--- src/rtl/nvm_frame_receiver_if.sv ---
// Bundle between the NVM reader/consumer side and nvm_frame_receiver.
//   EN        : receive enable (reader Read); low aborts a frame in progress
//   DATA_IN   : serial line, one bit per clock, idle high
//   OUT_ACK   : consumer takes BYTE_OUT while OUT_VALID is high
//   BYTE_OUT  : last good byte
//   OUT_VALID : BYTE_OUT holds an unconsumed byte
//   FRAME_ERR : one-cycle pulse when a stop bit is sampled as 0
//   OVERRUN   : sticky, a good byte was dropped because the holding register was full
//   BUSY      : receiver is not idle
//   FRAME_CNT : good-frame count, wraps
// The slave modport is the receiver; the master modport is the reader/consumer side.
interface nvm_frame_receiver_if #(
  parameter int unsigned DATA_W = 8,
  parameter int unsigned CNT_W  = 8
);
  logic              EN;
  logic              DATA_IN;
  logic              OUT_ACK;
  logic [DATA_W-1:0] BYTE_OUT;
  logic              OUT_VALID;
  logic              FRAME_ERR;
  logic              OVERRUN;
  logic              BUSY;
  logic [CNT_W-1:0]  FRAME_CNT;

  modport master (
    output EN, DATA_IN, OUT_ACK,
    input  BYTE_OUT, OUT_VALID, FRAME_ERR, OVERRUN, BUSY, FRAME_CNT
  );

  modport slave (
    input  EN, DATA_IN, OUT_ACK,
    output BYTE_OUT, OUT_VALID, FRAME_ERR, OVERRUN, BUSY, FRAME_CNT
  );
endinterface

--- src/rtl/nvm_frame_receiver.sv ---
// Serial frame receiver behind the NVM reader. Frames are idle-high: one start bit (0),
// DATA_W data bits LSB first, one stop bit (1). Good bytes go to a single-entry holding
// register with a VALID/ACK handshake.
// Ports:
//   CLK : clock, rising edge
//   RST : synchronous active-high reset
//   bus : nvm_frame_receiver_if slave modport (EN, DATA_IN, OUT_ACK in;
//         BYTE_OUT, OUT_VALID, FRAME_ERR, OVERRUN, BUSY, FRAME_CNT out)
module nvm_frame_receiver #(
  parameter int unsigned DATA_W = 8,
  parameter int unsigned CNT_W  = 8
) (
  input  logic                 CLK,
  input  logic                 RST,
  nvm_frame_receiver_if.slave  bus
);

  localparam int unsigned BitCntW = (DATA_W > 1) ? $clog2(DATA_W) : 1;
  localparam logic [BitCntW-1:0] LastBit = BitCntW'(DATA_W - 1);

  typedef enum logic [1:0] {StIdle, StData, StStop, StResync} state_e;

  state_e              state_q;
  logic [BitCntW-1:0]  bit_cnt_q;
  logic [DATA_W-1:0]   shift_q;
  logic [DATA_W-1:0]   byte_q;
  logic                valid_q;
  logic                frame_err_q;
  logic                overrun_q;
  logic [CNT_W-1:0]    frame_cnt_q;

  always_ff @(posedge CLK) begin
    if (RST) begin
      state_q     <= StIdle;
      bit_cnt_q   <= '0;
      shift_q     <= '0;
      byte_q      <= '0;
      valid_q     <= 1'b0;
      frame_err_q <= 1'b0;
      overrun_q   <= 1'b0;
      frame_cnt_q <= '0;
    end else begin
      frame_err_q <= 1'b0;
      // An ack consumes the held byte; a load later in this block overrides it.
      if (bus.OUT_ACK) valid_q <= 1'b0;

      unique case (state_q)
        StIdle: begin
          if (bus.EN && !bus.DATA_IN) begin
            state_q   <= StData;
            bit_cnt_q <= '0;
          end
        end

        StData: begin
          if (!bus.EN) begin
            state_q <= StIdle;
          end else begin
            shift_q <= {bus.DATA_IN, shift_q[DATA_W-1:1]};
            if (bit_cnt_q == LastBit) begin
              state_q <= StStop;
            end else begin
              bit_cnt_q <= bit_cnt_q + 1'b1;
            end
          end
        end

        StStop: begin
          if (!bus.EN) begin
            state_q <= StIdle;
          end else if (bus.DATA_IN) begin
            frame_cnt_q <= frame_cnt_q + 1'b1;
            if (!valid_q || bus.OUT_ACK) begin
              byte_q  <= shift_q;
              valid_q <= 1'b1;
            end else begin
              overrun_q <= 1'b1;
            end
            state_q <= StIdle;
          end else begin
            frame_err_q <= 1'b1;
            state_q     <= StResync;
          end
        end

        StResync: begin
          // Wait for the line to return high so a bad frame's tail is never taken as a start.
          if (!bus.EN || bus.DATA_IN) state_q <= StIdle;
        end

        default: state_q <= StIdle;
      endcase
    end
  end

  assign bus.BYTE_OUT  = byte_q;
  assign bus.OUT_VALID = valid_q;
  assign bus.FRAME_ERR = frame_err_q;
  assign bus.OVERRUN   = overrun_q;
  assign bus.FRAME_CNT = frame_cnt_q;
  assign bus.BUSY      = (state_q != StIdle);

endmodule
--- src/flat_wrapper.sv ---
// flat-port wrapper written by rule: the top's interface ports become plain ports
module nvm_frame_receiver_flat 
#(
  parameter int unsigned DATA_W = 8,
  parameter int unsigned CNT_W  = 8
)
  (CLK, RST, bus_EN, bus_DATA_IN, bus_OUT_ACK, bus_BYTE_OUT, bus_OUT_VALID, bus_FRAME_ERR, bus_OVERRUN, bus_BUSY, bus_FRAME_CNT);
  nvm_frame_receiver_if #(.DATA_W(DATA_W), .CNT_W(CNT_W)) bus_i ();
  input  logic CLK;
  input  logic RST;
  input wire logic [$bits(bus_i.EN)-1:0] bus_EN;
  input wire logic [$bits(bus_i.DATA_IN)-1:0] bus_DATA_IN;
  input wire logic [$bits(bus_i.OUT_ACK)-1:0] bus_OUT_ACK;
  output wire logic [$bits(bus_i.BYTE_OUT)-1:0] bus_BYTE_OUT;
  output wire logic [$bits(bus_i.OUT_VALID)-1:0] bus_OUT_VALID;
  output wire logic [$bits(bus_i.FRAME_ERR)-1:0] bus_FRAME_ERR;
  output wire logic [$bits(bus_i.OVERRUN)-1:0] bus_OVERRUN;
  output wire logic [$bits(bus_i.BUSY)-1:0] bus_BUSY;
  output wire logic [$bits(bus_i.FRAME_CNT)-1:0] bus_FRAME_CNT;
  assign bus_i.EN = bus_EN;
  assign bus_i.DATA_IN = bus_DATA_IN;
  assign bus_i.OUT_ACK = bus_OUT_ACK;
  assign bus_BYTE_OUT = bus_i.BYTE_OUT;
  assign bus_OUT_VALID = bus_i.OUT_VALID;
  assign bus_FRAME_ERR = bus_i.FRAME_ERR;
  assign bus_OVERRUN = bus_i.OVERRUN;
  assign bus_BUSY = bus_i.BUSY;
  assign bus_FRAME_CNT = bus_i.FRAME_CNT;
  nvm_frame_receiver #(.DATA_W(DATA_W), .CNT_W(CNT_W)) u_core (.CLK(CLK), .RST(RST), .bus(bus_i));
endmodule
--- config.mk ---
export PLATFORM = sky130hd
export DESIGN_NAME = nvm_frame_receiver_flat
export DESIGN_NICKNAME = d
export VERILOG_FILES = /design/src/rtl/nvm_frame_receiver_if.sv /design/src/rtl/nvm_frame_receiver.sv /design/src/flat_wrapper.sv
export SDC_FILE = /design/constraint.sdc
export NUM_CORES = 1
export LEC_CHECK = 0
export ABC_CLOCK_PERIOD_IN_PS = 3600
export BUFFER_PORTS_ARGS = -buffer_cell sky130_fd_sc_hd__buf_2
export CAP_MARGIN = 20
export CORE_MARGIN = 5
export CORE_UTILIZATION = 30
export DETAILED_ROUTE_END_ITERATION = 6
export HOLD_SLACK_MARGIN = 0.15
export SLEW_MARGIN = 5
export SYNTH_ARGS = -nofsm -noshare
export SYNTH_HDL_FRONTEND = slang
export SYNTH_SLANG_ARGS = --single-unit
--- constraint.sdc ---
create_clock -name CLK -period 3.6 [get_ports CLK]
set_clock_uncertainty 0.2 [all_clocks]
set_input_delay 0.54 -clock CLK [delete_from_list [all_inputs] [get_ports CLK]]
set_output_delay 0.54 -clock CLK [all_outputs]
set_load 0.02 [all_outputs]
## After elaboration in Yosys (flattened, before gate mapping)

Index checks and enable logic that the tools add are counted.

- Memories kept: 0
- Output and inout bits: 20
- Latch bits: 0
- Memory bits (writable): 0
- Bits in read-only memories: 0
- Flip-flop bits (word level): 32

- Bitwise gates (word level): 3
- Reduce and logical (&&, ||, !) cells: 16
- Shift operators: 0
- Divide/modulo/power cells: 0
- Eq/ne operators: 9
- Magnitude comparators: 0
- Muxes and demuxes: 17
- Multipliers: 0
- Add/sub/neg operators: 2

Operators by type and width:

| cell | count |
|---|---|
| 2-bit 2-to-1 mux | 6 |
| 4-bit AND reduction | 3 |
| 3-bit 2-to-1 mux | 3 |
| 8-bit by 1-bit adder with 8-bit output (second input constant) | 1 |
| 2-bit one-hot mux with 4 select lines | 1 |
| 1-bit 2-to-1 mux | 6 |
| 3-bit one-hot mux with 2 select lines | 1 |
| 3-bit AND reduction | 2 |
| 2-bit == test (second input constant) | 2 |
| 2-bit by 1-bit != test with 1-bit output (second input constant) | 2 |
| 2-bit != test (second input constant) | 2 |
| 2-bit nonzero test | 2 |
| 3-bit by 1-bit adder with 3-bit output (second input constant) | 1 |
| 3-bit == test (second input constant) | 1 |
| 1-bit logical NOT | 3 |
| 3-bit by 2-bit != test with 1-bit output (second input constant) | 1 |
| 1-bit inverter | 3 |
| 3-bit OR reduction | 1 |
| 2-bit by 1-bit == test with 1-bit output (second input constant) | 1 |
| 2-bit logical NOT | 1 |
| 1-bit logical OR | 2 |
| 2-bit AND reduction | 1 |
| 1-bit logical AND | 1 |

## Logic depth before layout (Yosys ltp)

- Word-level depth: 6
- Gate-level depth with buffers: 5
- Gate-level depth less buffers: 5

## Worst setup path after synthesis

Ideal clock, no wire load.

- Path type: input-to-reg
- From: in bus_DATA_IN
- To: reg u_core.frame_cnt_q[7] (netlist: u_core.bus.FRAME_CNT[7])
- Setup slack: 1831 ps
- Setup time: 121 ps
- Cell stages on the path: 4
- Data arrival time: 1449 ps
- Cells stage by stage: clkbuf_2 > nand4b_4 > nor4_1 > mux2_2

- Word-level cells in the longest chain between the ends: 1

Ends and longest elaborated chain:

| element | RTL line | RTL |
|---|---|---|
| from (decl) | flat_wrapper.sv:12 | `input wire logic [$bits(bus_i.DATA_IN)-1:0] bus_DATA_IN;` |
| 3-bit AND reduction (no line) | -- |  |
| to (signal assigned) | nvm_frame_receiver.sv:72 | `frame_cnt_q <= frame_cnt_q + 1'b1;` |
| to (decl) | nvm_frame_receiver.sv:30 | `logic [CNT_W-1:0] frame_cnt_q;` |

No other way between the ends.
A chain may end at the register's enable or synchronous reset.

## Worst setup path in the final report

- From: reg u_core.state_q[1]
- To: out bus_BUSY

- Word-level cells in the longest chain between the ends: 1

Ends and longest elaborated chain:

| element | RTL line | RTL |
|---|---|---|
| from (decl) | nvm_frame_receiver.sv:23 | `state_e state_q;` |
| from (signal assigned) | nvm_frame_receiver.sv:34 | `state_q <= StIdle;` |
| from (signal assigned) | nvm_frame_receiver.sv:50 | `state_q <= StData;` |
| from (signal assigned) | nvm_frame_receiver.sv:57 | `state_q <= StIdle;` |
| 2-bit nonzero test | nvm_frame_receiver.sv:101 | `assign bus.BUSY = (state_q != StIdle);` |
| to (decl) | flat_wrapper.sv:18 | `output wire logic [$bits(bus_i.BUSY)-1:0] bus_BUSY;` |

No other way between the ends.

==> run summary <==
status = finished clean
global route total overflow = 0
Antenna diodes = 0
Net Count, Synth = 161
total clock sinks = 32
Syn Std Cell Area = 1350 um2
NumNets Final = 182
Clock transition at path regs = 0.07 ns
Unique masters post-synth = 30
Clk Latency, worst-skew pair = 0.29 ns
setup TNS = 0 ns
clock buffer depth = 2
max-slew violation count = 0
reg2reg end = u_core.bus.FRAME_CNT[4]$_SDFFE_PP0P_
Initial DRC Count = 44
flops & latches, synth = 32
PostCTS Resize Cnt = 0
Syn. warnings = 0
Num CTS Buffers = 5
vias in the first global route = 1,059
worst hold path endpoint = u_core.shift_q[0]$_SDFFE_PP0P_
pwr/cell area = 448 nW/um2
static leakage = 0.628 nW
CTS tree = done
post-synth top area cell = dfxtp_1
vias = 1,140
CORE AREA = 4350 um2
Max Cap Viol = 0
Die Y = 77.1 um
Die X = 77.1 um
CP Buf/Inv Count = 1
Max stage delay on crit path = 0.39 ns
die area = 5950 um2
post-route cell area = 1600 um2
Ports = 25
Total Wirelength = 2.84 mm
Crit. End Element = output port
worst path cell trace = or2_2, buf_2
Hold Crit Depth = 2
post-DR wirelength/cell = 12.5 um
CP startpoint kind = register
Buffers on Ports = 24
asr flop ratio synth = 0
largest net degree at the start of global routing = 33
CP required = 2.86 ns
final setup fails = 0
Slew headroom = 0.631
Post-DP HPWL = 1.97 mm
Antenna Nets Post-Route = 0
Critical R2R Launch = u_core.state_q[1]$_SDFFE_PP0P_
CTS H-Tree Depth = 2
worst hold start = u_core.shift_q[0]$_SDFFE_PP0P_
final core occ = 0.367
delay-heaviest family, CP = flip-flops
top_reg_cell synth = dfxtp_1
CP Class = register to output port
Post-synth EDFFs = 0
Filler cells = 469
GRT Overall Usage = 0.102
row count = 24
global-route wire length before repair = 4.93 mm
1st-pass router iterations = 4
clock root buffer = clkbuf_8
vias per inst = 5.02
clock period minus worst slack = 1.89 ns
Tcrit/Tclk final = 0.524
Fmax achieved = 530 MHz
RSZ-0062 raised after global routing = false
Total Power = 0.715 mW
peak supply drop = 0.203 mV
cells after synthesis = 153
P&R area growth vs syn = 18.2%
Worst Tran Pin Value = 0.554 ns
share of cells above drive strength 1 = 0.211
R2R depth = 3
flop-to-flop setup slack = 1.82 ns
placed inst area = 1490 um2
routability cong. = 0.762
Setup Buffers After CTS = 0
Hold WC Path Type = register to register
maximum fanout along the worst path = 9
final hold vios = 0
Slowest-stage cell, CP = dfxtp_1
sequential element share of the synthesized area = 0.474
largest cells by area after synthesis = dfxtp_1 47%, a21oi_1 9.6%, nand3_1 6.3%
syn_area_per_cell = 8.83 um2
Arrival @ worst endpoint = 1.15 ns
DRC viols = 0
post-synth top area share = 0.474
initial antenna violation count = 0
Post-CTS Hold Buffers = 0
Starting Density = 0.310
## tightest hold or removal path: stages (launching register included)
cell     delay [ns]
dfxtp_1        0.31
nand2_1        0.05
a21oi_1        0.05
## worst max-delay path by stage
stage | cells after the start | start | slack (ns) | end
final | 2 | u_core.state_q[1]$_SDFFE_PP0P_ | 1.71 | bus_BUSY
after global placement | 4 | bus_EN | 1.55 | u_core.bus.FRAME_CNT[4]$_SDFFE_PP0P_
after detailed placement | 4 | bus_EN | 1.54 | u_core.bus.FRAME_CNT[4]$_SDFFE_PP0P_
after global routing | 2 | u_core.state_q[1]$_SDFFE_PP0P_ | 1.65 | bus_BUSY
after CTS | 2 | u_core.state_q[1]$_SDFFE_PP0P_ | 1.69 | bus_BUSY
after floorplan | 4 | bus_DATA_IN | 1.83 | u_core.bus.FRAME_CNT[7]$_SDFFE_PP0P_
## area by class of cell
type,count,area [um2],area share
Clock buffer,5,68.8,0.0431
Sequential cell,32,641,0.401
Multi-Input combinational cell,108,649,0.406
Tap cell,52,65.1,0.0407
Inverter,3,11.3,0.00705
Clock inverter,3,42.5,0.0266
Timing Repair Buffer,24,120,0.0752
## layout by cell type (no fill, tap or decap), drive strengths merged, types with 2 or more instances in the layout
cell,instances
a21oi,26
and2b,2
buf,24
clkbuf,5
dfxtp,32
ha,3
inv,3
mux2,3
mux2i,2
nand2,10
nand2b,3
nand3,17
nand4,4
nand4b,2
nor2,6
nor2b,5
o21ai,12
o31ai,3
or4,3
## logic make-up after synthesis
family,after synthesis,share of synthesized area
AOI/OAI and AO/OA,42,0.163
xor gates and xnor gates,1,0.00648
adders and majority gates,3,0.0278
buffers and inverters,13,0.0454
DFF,32,0.474
muxes,5,0.0398
and+or+nand+nor,57,0.244
## metal layers
metal | track usage | routed length, um | vias up | share of wire
met5 | 0 | 0 | - | 0
met4 | 0.0567 | 53 | 0 | 0.019
met3 | 0.0457 | 214 | 8 | 0.075
met2 | 0.154 | 1240 | 31 | 0.44
met1 | 0.121 | 1330 | 513 | 0.47
li1 | - | - | 588 | -
## power breakdown
part	switching [mW]	internal (mW)
clock	0.132	0.205
sequential	0.00160	0.355
combinational	0.0159	0.00670
total	0.149	0.566
## registers in the layout, indices dropped and copies added, names as in the netlist
register,cells
u_core.bus.BYTE_OUT,8
u_core.state_q,2
u_core.bus.OVERRUN,1
u_core.bus.FRAME_ERR,1
u_core.bit_cnt_q,3
u_core.bus.FRAME_CNT,8
u_core.shift_q,8
u_core.bus.OUT_VALID,1
## through the flow
stage | hold slack, ns | setup slack (ns) | cells
2_1_floorplan | 0.237 | 1.83 | 153
3_3_place_gp | 0.250 | 1.55 | 219
3_5_place_dp | 0.248 | 1.54 | 219
4_1_cts | 0.260 | 1.69 | 227
5_1_grt | 0.292 | 1.65 | 227
6_report | 0.261 | 1.71 | 227
## synth_stat cells, types with 4 or more instances
master and count:
nor2_1 6, nand3_1 17, o21ai_0 12, a21oi_1 26, nor2b_1 5, nand2_1 10, nand4_1 4, dfxtp_1 32
Power figures use the tool's default switching activity.
